==> src/rtl/gc_axi_koprusu.sv <==
// I/O bridge from the core's memory stage to an AXI4-Lite peripheral bus.
// Runs one load or store per request as a single master transaction and stalls the core meanwhile.
module gc_axi_koprusu #(
    parameter int ADRES_GENISLIGI = 32
) (
    input  logic                       clk_i,
    input  logic                       rst_i,
    input  logic                       giris_cikis_aktif_i,
    input  logic                       oku_i,
    input  logic                       yaz_i,
    input  logic [ADRES_GENISLIGI-1:0] adres_i,
    input  logic [31:0]                veri_i,
    input  logic [2:0]                 buyruk_turu_i,
    output logic [31:0]                gc_okunan_veri_o,
    output logic                       gc_veri_gecerli_o,
    output logic                       gc_stall_o,
    output logic                       gc_hata_o,
    output logic [ADRES_GENISLIGI-1:0] m_awaddr_o,
    output logic                       m_awvalid_o,
    input  logic                       m_awready_i,
    output logic [31:0]                m_wdata_o,
    output logic [3:0]                 m_wstrb_o,
    output logic                       m_wvalid_o,
    input  logic                       m_wready_i,
    input  logic [1:0]                 m_bresp_i,
    input  logic                       m_bvalid_i,
    output logic                       m_bready_o,
    output logic [ADRES_GENISLIGI-1:0] m_araddr_o,
    output logic                       m_arvalid_o,
    input  logic                       m_arready_i,
    input  logic [31:0]                m_rdata_i,
    input  logic [1:0]                 m_rresp_i,
    input  logic                       m_rvalid_i,
    output logic                       m_rready_o
);

    typedef enum logic [2:0] {
        BOSTA     = 3'd0,
        YAZ       = 3'd1,
        YAZ_YANIT = 3'd2,
        OKU_ADRES = 3'd3,
        OKU_VERI  = 3'd4,
        TAMAM     = 3'd5
    } durum_t;

    localparam logic [2:0] F3_B  = 3'b000;
    localparam logic [2:0] F3_H  = 3'b001;
    localparam logic [2:0] F3_W  = 3'b010;
    localparam logic [2:0] F3_BU = 3'b100;
    localparam logic [2:0] F3_HU = 3'b101;

    function automatic logic hizasiz_mi(input logic [2:0] f3, input logic [1:0] ofs);
        logic sonuc;
        case (f3)
            F3_H, F3_HU: sonuc = ofs[0];
            F3_W:        sonuc = (ofs != 2'b00);
            default:     sonuc = 1'b0;
        endcase
        return sonuc;
    endfunction

    function automatic logic [3:0] yazma_strobe(input logic [2:0] f3, input logic [1:0] ofs);
        logic [3:0] sonuc;
        case (f3)
            F3_B:    sonuc = 4'b0001 << ofs;
            F3_H:    sonuc = ofs[1] ? 4'b1100 : 4'b0011;
            default: sonuc = 4'b1111;
        endcase
        return sonuc;
    endfunction

    function automatic logic [31:0] yazma_verisi(input logic [2:0] f3, input logic [31:0] v);
        logic [31:0] sonuc;
        case (f3)
            F3_B:    sonuc = {4{v[7:0]}};
            F3_H:    sonuc = {2{v[15:0]}};
            default: sonuc = v;
        endcase
        return sonuc;
    endfunction

    function automatic logic [31:0] yukleme_genislet(input logic [2:0] f3, input logic [1:0] ofs,
                                                     input logic [31:0] rd);
        logic [7:0]  bayt;
        logic [15:0] yarim;
        logic [31:0] sonuc;
        bayt  = rd[{ofs, 3'b000} +: 8];
        yarim = ofs[1] ? rd[31:16] : rd[15:0];
        case (f3)
            F3_B:    sonuc = {{24{bayt[7]}}, bayt};
            F3_BU:   sonuc = {24'd0, bayt};
            F3_H:    sonuc = {{16{yarim[15]}}, yarim};
            F3_HU:   sonuc = {16'd0, yarim};
            default: sonuc = rd;
        endcase
        return sonuc;
    endfunction

    durum_t                     durum_r, durum_sonraki_s;
    logic [ADRES_GENISLIGI-1:0] adres_r;
    logic [2:0]                 funct3_r;
    logic [31:0]                wdata_r;
    logic [3:0]                 wstrb_r;
    logic                       aw_bitti_r, w_bitti_r;
    logic                       awvalid_r, wvalid_r, bready_r, arvalid_r, rready_r;
    logic [31:0]                okunan_veri_r;
    logic                       veri_gecerli_r, hata_r;

    logic                       istek_s, yazma_s, hizasiz_s, yakala_s;
    logic                       aw_tamam_s, w_tamam_s, aw_bitti_s, w_bitti_s;
    logic                       hata_s, veri_gecerli_s, veri_yukle_s;
    logic [31:0]                yuklenen_s;

    assign istek_s   = giris_cikis_aktif_i & (oku_i | yaz_i);
    assign yazma_s   = yaz_i;
    assign hizasiz_s = hizasiz_mi(buyruk_turu_i, adres_i[1:0]);
    assign yakala_s  = (durum_r == BOSTA) & istek_s;

    assign gc_stall_o = yakala_s | (durum_r inside {YAZ, YAZ_YANIT, OKU_ADRES, OKU_VERI});

    // Next-state decode plus the completion data/flags produced on entry to TAMAM
    always_comb begin
        durum_sonraki_s = durum_r;
        aw_bitti_s      = aw_bitti_r;
        w_bitti_s       = w_bitti_r;
        hata_s          = 1'b0;
        veri_gecerli_s  = 1'b0;
        veri_yukle_s    = 1'b0;
        yuklenen_s      = 32'd0;
        aw_tamam_s      = aw_bitti_r | (awvalid_r & m_awready_i);
        w_tamam_s       = w_bitti_r | (wvalid_r & m_wready_i);
        case (durum_r)
            BOSTA: begin
                aw_bitti_s = 1'b0;
                w_bitti_s  = 1'b0;
                if (istek_s) begin
                    if (hizasiz_s) begin
                        durum_sonraki_s = TAMAM;
                        hata_s          = 1'b1;
                        veri_gecerli_s  = ~yazma_s;
                        veri_yukle_s    = ~yazma_s;
                    end else if (yazma_s) begin
                        durum_sonraki_s = YAZ;
                    end else begin
                        durum_sonraki_s = OKU_ADRES;
                    end
                end else begin
                    durum_sonraki_s = BOSTA;
                end
            end
            YAZ: begin
                aw_bitti_s = aw_tamam_s;
                w_bitti_s  = w_tamam_s;
                if (aw_tamam_s && w_tamam_s) begin
                    durum_sonraki_s = YAZ_YANIT;
                end else begin
                    durum_sonraki_s = YAZ;
                end
            end
            YAZ_YANIT: begin
                if (bready_r && m_bvalid_i) begin
                    durum_sonraki_s = TAMAM;
                    hata_s          = (m_bresp_i != 2'b00);
                end else begin
                    durum_sonraki_s = YAZ_YANIT;
                end
            end
            OKU_ADRES: begin
                if (arvalid_r && m_arready_i) begin
                    durum_sonraki_s = OKU_VERI;
                end else begin
                    durum_sonraki_s = OKU_ADRES;
                end
            end
            OKU_VERI: begin
                if (rready_r && m_rvalid_i) begin
                    durum_sonraki_s = TAMAM;
                    hata_s          = (m_rresp_i != 2'b00);
                    veri_gecerli_s  = 1'b1;
                    veri_yukle_s    = 1'b1;
                    yuklenen_s      = yukleme_genislet(funct3_r, adres_r[1:0], m_rdata_i);
                end else begin
                    durum_sonraki_s = OKU_VERI;
                end
            end
            TAMAM: begin
                durum_sonraki_s = BOSTA;
            end
            default: begin
                durum_sonraki_s = BOSTA;
            end
        endcase
    end

    // State, channel flags and registered bus/core outputs
    always_ff @(posedge clk_i or posedge rst_i) begin
        if (rst_i) begin
            durum_r        <= BOSTA;
            aw_bitti_r     <= 1'b0;
            w_bitti_r      <= 1'b0;
            awvalid_r      <= 1'b0;
            wvalid_r       <= 1'b0;
            bready_r       <= 1'b0;
            arvalid_r      <= 1'b0;
            rready_r       <= 1'b0;
            okunan_veri_r  <= 32'd0;
            veri_gecerli_r <= 1'b0;
            hata_r         <= 1'b0;
        end else begin
            durum_r        <= durum_sonraki_s;
            aw_bitti_r     <= aw_bitti_s;
            w_bitti_r      <= w_bitti_s;
            // Each write channel drops on its own handshake; bready waits for both
            awvalid_r      <= (durum_sonraki_s == YAZ) & ~aw_bitti_s;
            wvalid_r       <= (durum_sonraki_s == YAZ) & ~w_bitti_s;
            bready_r       <= (durum_sonraki_s == YAZ_YANIT);
            arvalid_r      <= (durum_sonraki_s == OKU_ADRES);
            rready_r       <= (durum_sonraki_s == OKU_VERI);
            veri_gecerli_r <= veri_gecerli_s;
            hata_r         <= hata_s;
            if (veri_yukle_s) begin
                okunan_veri_r <= yuklenen_s;
            end
        end
    end

    // Request capture; held untouched for the whole transaction so AXI payloads stay stable
    always_ff @(posedge clk_i or posedge rst_i) begin
        if (rst_i) begin
            adres_r  <= '0;
            funct3_r <= 3'd0;
            wdata_r  <= 32'd0;
            wstrb_r  <= 4'd0;
        end else if (yakala_s) begin
            adres_r  <= adres_i;
            funct3_r <= buyruk_turu_i;
            wdata_r  <= yazma_verisi(buyruk_turu_i, veri_i);
            wstrb_r  <= yazma_strobe(buyruk_turu_i, adres_i[1:0]);
        end
    end

    assign m_awaddr_o        = {adres_r[ADRES_GENISLIGI-1:2], 2'b00};
    assign m_araddr_o        = {adres_r[ADRES_GENISLIGI-1:2], 2'b00};
    assign m_awvalid_o       = awvalid_r;
    assign m_wvalid_o        = wvalid_r;
    assign m_wdata_o         = wdata_r;
    assign m_wstrb_o         = wstrb_r;
    assign m_bready_o        = bready_r;
    assign m_arvalid_o       = arvalid_r;
    assign m_rready_o        = rready_r;
    assign gc_okunan_veri_o  = okunan_veri_r;
    assign gc_veri_gecerli_o = veri_gecerli_r;
    assign gc_hata_o         = hata_r;

endmodule

==> config.mk <==
export PLATFORM = sky130hd
export DESIGN_NAME = gc_axi_koprusu
export DESIGN_NICKNAME = d
export VERILOG_FILES = /design/src/rtl/gc_axi_koprusu.sv
export SDC_FILE = /design/constraint.sdc
export NUM_CORES = 1
export LEC_CHECK = 0
export BUFFER_PORTS_ARGS = -buffer_cell sky130_fd_sc_hd__buf_2
export CAP_MARGIN = 30
export CORE_UTILIZATION = 48
export DETAILED_ROUTE_END_ITERATION = 10
export PLACE_DENSITY_LB_ADDON = 0.15
export SYNTH_ARGS = -nofsm -noshare
export SYNTH_HDL_FRONTEND = slang
export SYNTH_SLANG_ARGS = --single-unit
==> constraint.sdc <==
create_clock -name clk_i -period 4.15 [get_ports clk_i]
set_input_delay 0.6225 -clock clk_i [delete_from_list [all_inputs] [get_ports clk_i]]
set_output_delay 0.6225 -clock clk_i [all_outputs]
set_load 0.02 [all_outputs]
==> results_dict.tcl <==
set metrics [dict create \
    total_power_uw 5870 \
    grt_max_degree 67 \
    fin_crit_ps 2570 \
    wl_per_cell_um 16.0 \
    dr.pass1.iters 4 \
    worst_setup_path_start_kind "flip-flop" \
    crit_end "gc_okunan_veri_o[20]$_DFFE_PP0P_" \
    vias 5021 \
    synth_seq_cells 115 \
    slew_violations 0 \
    insertedDiodeCount 0 \
    htreeDepth 4 \
    drive_gt1_share_pct 39.0 \
    ioPinCount 253 \
    std_cell_rows 40 \
    area_growth_pct 24.5 \
    clk_pin_slew_ps 50 \
    tns_ps 0 \
    min_period_over_period_pct 61.9 \
    worstReg2RegStart "adres_r[1]$_DFFE_PP0P_" \
    core_area_mm2 0.0120 \
    critPathBufInv 0 \
    hpwlAfterDp_um 10900 \
    syn-cell-area_mm2 0.00592 \
    synth_warnings 0 \
    grt_pass1_wl_um 24200 \
    synthArstFlopShare_pct 100 \
    grtUsageTotal_pct 24.4 \
    die_width_um 113 \
    rsz0062_at_grt "no" \
    skew_ps 7.72 \
    path_cells "mux4_2, nand2b_2, a2111oi_4, a221o_2" \
    max_stage_delay_ps 890 \
    port-buffer-count 248 \
    multi_input_area_mm2 0.00236 \
    powerDensity_mw_per_mm2 795 \
    critPathCaptureType "flip-flop" \
    synth_cells 616 \
    holdBufCountCts 0 \
    cp_top_family "compound AO/OA/AOI/OAI gates" \
    cp.arrival_ps 2910 \
    numCtsBuffers 17 \
    post_cts_resized 0 \
    leakage_uw 0.00392 \
    cts_tree "done" \
    maxClockFrequency_mhz 389 \
    wl_um 15200 \
    synth_area_per_cell_um2 9.62 \
    drt_iter0_drc 333 \
    status "complete, no violations" \
    final_common_cell "buf_2" \
    finalHoldViolCount 0 \
    cts.sink_count 115 \
    n_fill_cell 1052 \
    path_max_fanout 27 \
    place.gp.congestion 0.839 \
    synth.distinct_cells 55 \
    cts-root-buf "clkbuf_16" \
    route.detailed.drc 0 \
    post_cts_buffers 0 \
    worstRegToRegCells 4 \
    ys_seq_area_share_pct 48.6 \
    path_class "reg -> reg" \
    maxSlewHeadroom_pct 36.1 \
    clk_latency_ps 410 \
    finalSetupViolations 0 \
    layout_common_cells "buf_2 (248), nand2_1 (165), dfrtp_1 (115), o21ai_0 (46), mux2i_1 (25)" \
    ys.flop_type "dfrtp_1" \
    final_util_pct 61.4 \
    ir_worst_vdd_mv 0.334 \
    via_per_inst 5.29 \
    drv_cap 0 \
    reg2reg_slack_ps 1580 \
    grt.overflow.total 0 \
    start_util_pct 49.3 \
    cp.depth 4 \
    synth_edf_count 0 \
    max_slew.worst_pin.slew_ps 958 \
    die-area_mm2 0.0128 \
    die_h_um 113 \
    grt_pass1_vias 4865 \
    regArea_mm2 0.00288 \
    critPathSlowestCell "a2111oi_4" \
    hold_path_class "in -> async" \
    required_ps 4490 \
    antenna_found_initial 0 \
    cts_max_path_buffers 2 \
    critPathLaunch "adres_r[1]$_DFFE_PP0P_" \
    ant_nets 0 \
    fin_nets 903 \
    r2r-end "gc_okunan_veri_o[20]$_DFFE_PP0P_" \
]
worst register-to-register path: cells and delay by family (launching register included):
kind               cells  cell delay [ps]
and+or+nand+nor        1               80
AOI/OAI and AO/OA      2             1140
muxes                  1              410
DFF                    1              870
metal layers:
layer,GRT usage (%),vias to the layer above,part of all wire (%)
met5,0,-,0
met4,10.1,0,2.0
met3,7.39,25,7.1
met2,39.7,199,49
met1,30.2,2406,42
li1,-,2391,-
layout make-up:
cell class              count  area share (%)
inverters                  11           0.594
multi-input cells         389            31.9
flip-flops and latches    115            39.0
repair buffers            256            18.0
well taps                 147            2.49
clock inverters            10            1.80
clock buffers              22            6.16
cell usage after synthesis (all sizes together), types with 2 or more instances:
master   number  area (um^2)
a211oi        2         15.0
a21oi         9         48.8
a221o        22          233
a31oi         5         31.3
a32o          8         80.1
and2          5         31.3
buf          76          554
clkbuf       28          105
dfrtp       115         2880
inv          11         41.3
mux2          2         22.5
mux2i        25          250
mux4          6          135
nand2       165          619
nand2b       13         83.8
nand3b        3         22.5
nor2         19         73.8
nor3          8         56.3
nor4          3         33.8
o211ai        3         22.5
o21a          2         15.0
o21ai        46          230
o21bai        2         15.0
o22ai         6         37.5
o2bb2ai       8         70.1
or2b          5         37.5
or3b          2         17.5
state kept, by name, summed over array words and instances, names as in the netlist, 3 cells and up:
| signal | cells |
|---|---|
| m_wdata_o | 32 |
| m_wstrb_o | 4 |
| gc_okunan_veri_o | 32 |
| durum_r | 3 |
| adres_r | 32 |
| funct3_r | 3 |
power by group:
group	internal [uW]	switching (uW)	leakage [uW]
Clock	954	503	0.000280
Sequential	1570	379	0.00147
Combinational	897	1570	0.00217
Total	3420	2450	0.00392
logic make-up after synthesis:
logic type,synth area share [%]
AND/OR/NAND/NOR,17.9
AO/OA/AOI/OAI,14.8
flip-flops,48.6
buffers and inverters,11.8
multiplexers,6.88
other,0.0633
worst min-delay path by stage:
stage / cells past startpoint / slack [ps] / endpoint / start
floorplan: 2 / 470 / adres_r[10]$_DFFE_PP0P_ / adres_r[10]$_DFFE_PP0P_
global placement: 2 / 460 / m_wdata_o[5]$_DFFE_PP0P_ / m_wdata_o[5]$_DFFE_PP0P_
detailed placement: 2 / 460 / m_wdata_o[6]$_DFFE_PP0P_ / m_wdata_o[6]$_DFFE_PP0P_
CTS: 2 / 300 / adres_r[13]$_DFFE_PP0P_ / rst_i
global route: 2 / 320 / adres_r[15]$_DFFE_PP0P_ / rst_i
finish: 2 / 280 / adres_r[13]$_DFFE_PP0P_ / rst_i
stage by stage:
stage	instance area (um^2)	hold slack (ps)	std cells	setup WS [ps]
2_1_floorplan	5940	470	619	483
3_3_place_gp	6750	455	916	1700
3_5_place_dp	6760	457	917	1580
4_1_cts	7350	296	949	1590
5_1_grt	7380	319	950	1430
6_report	7380	280	950	1580
No activity file was read; power rests on OpenSTA's default activity.
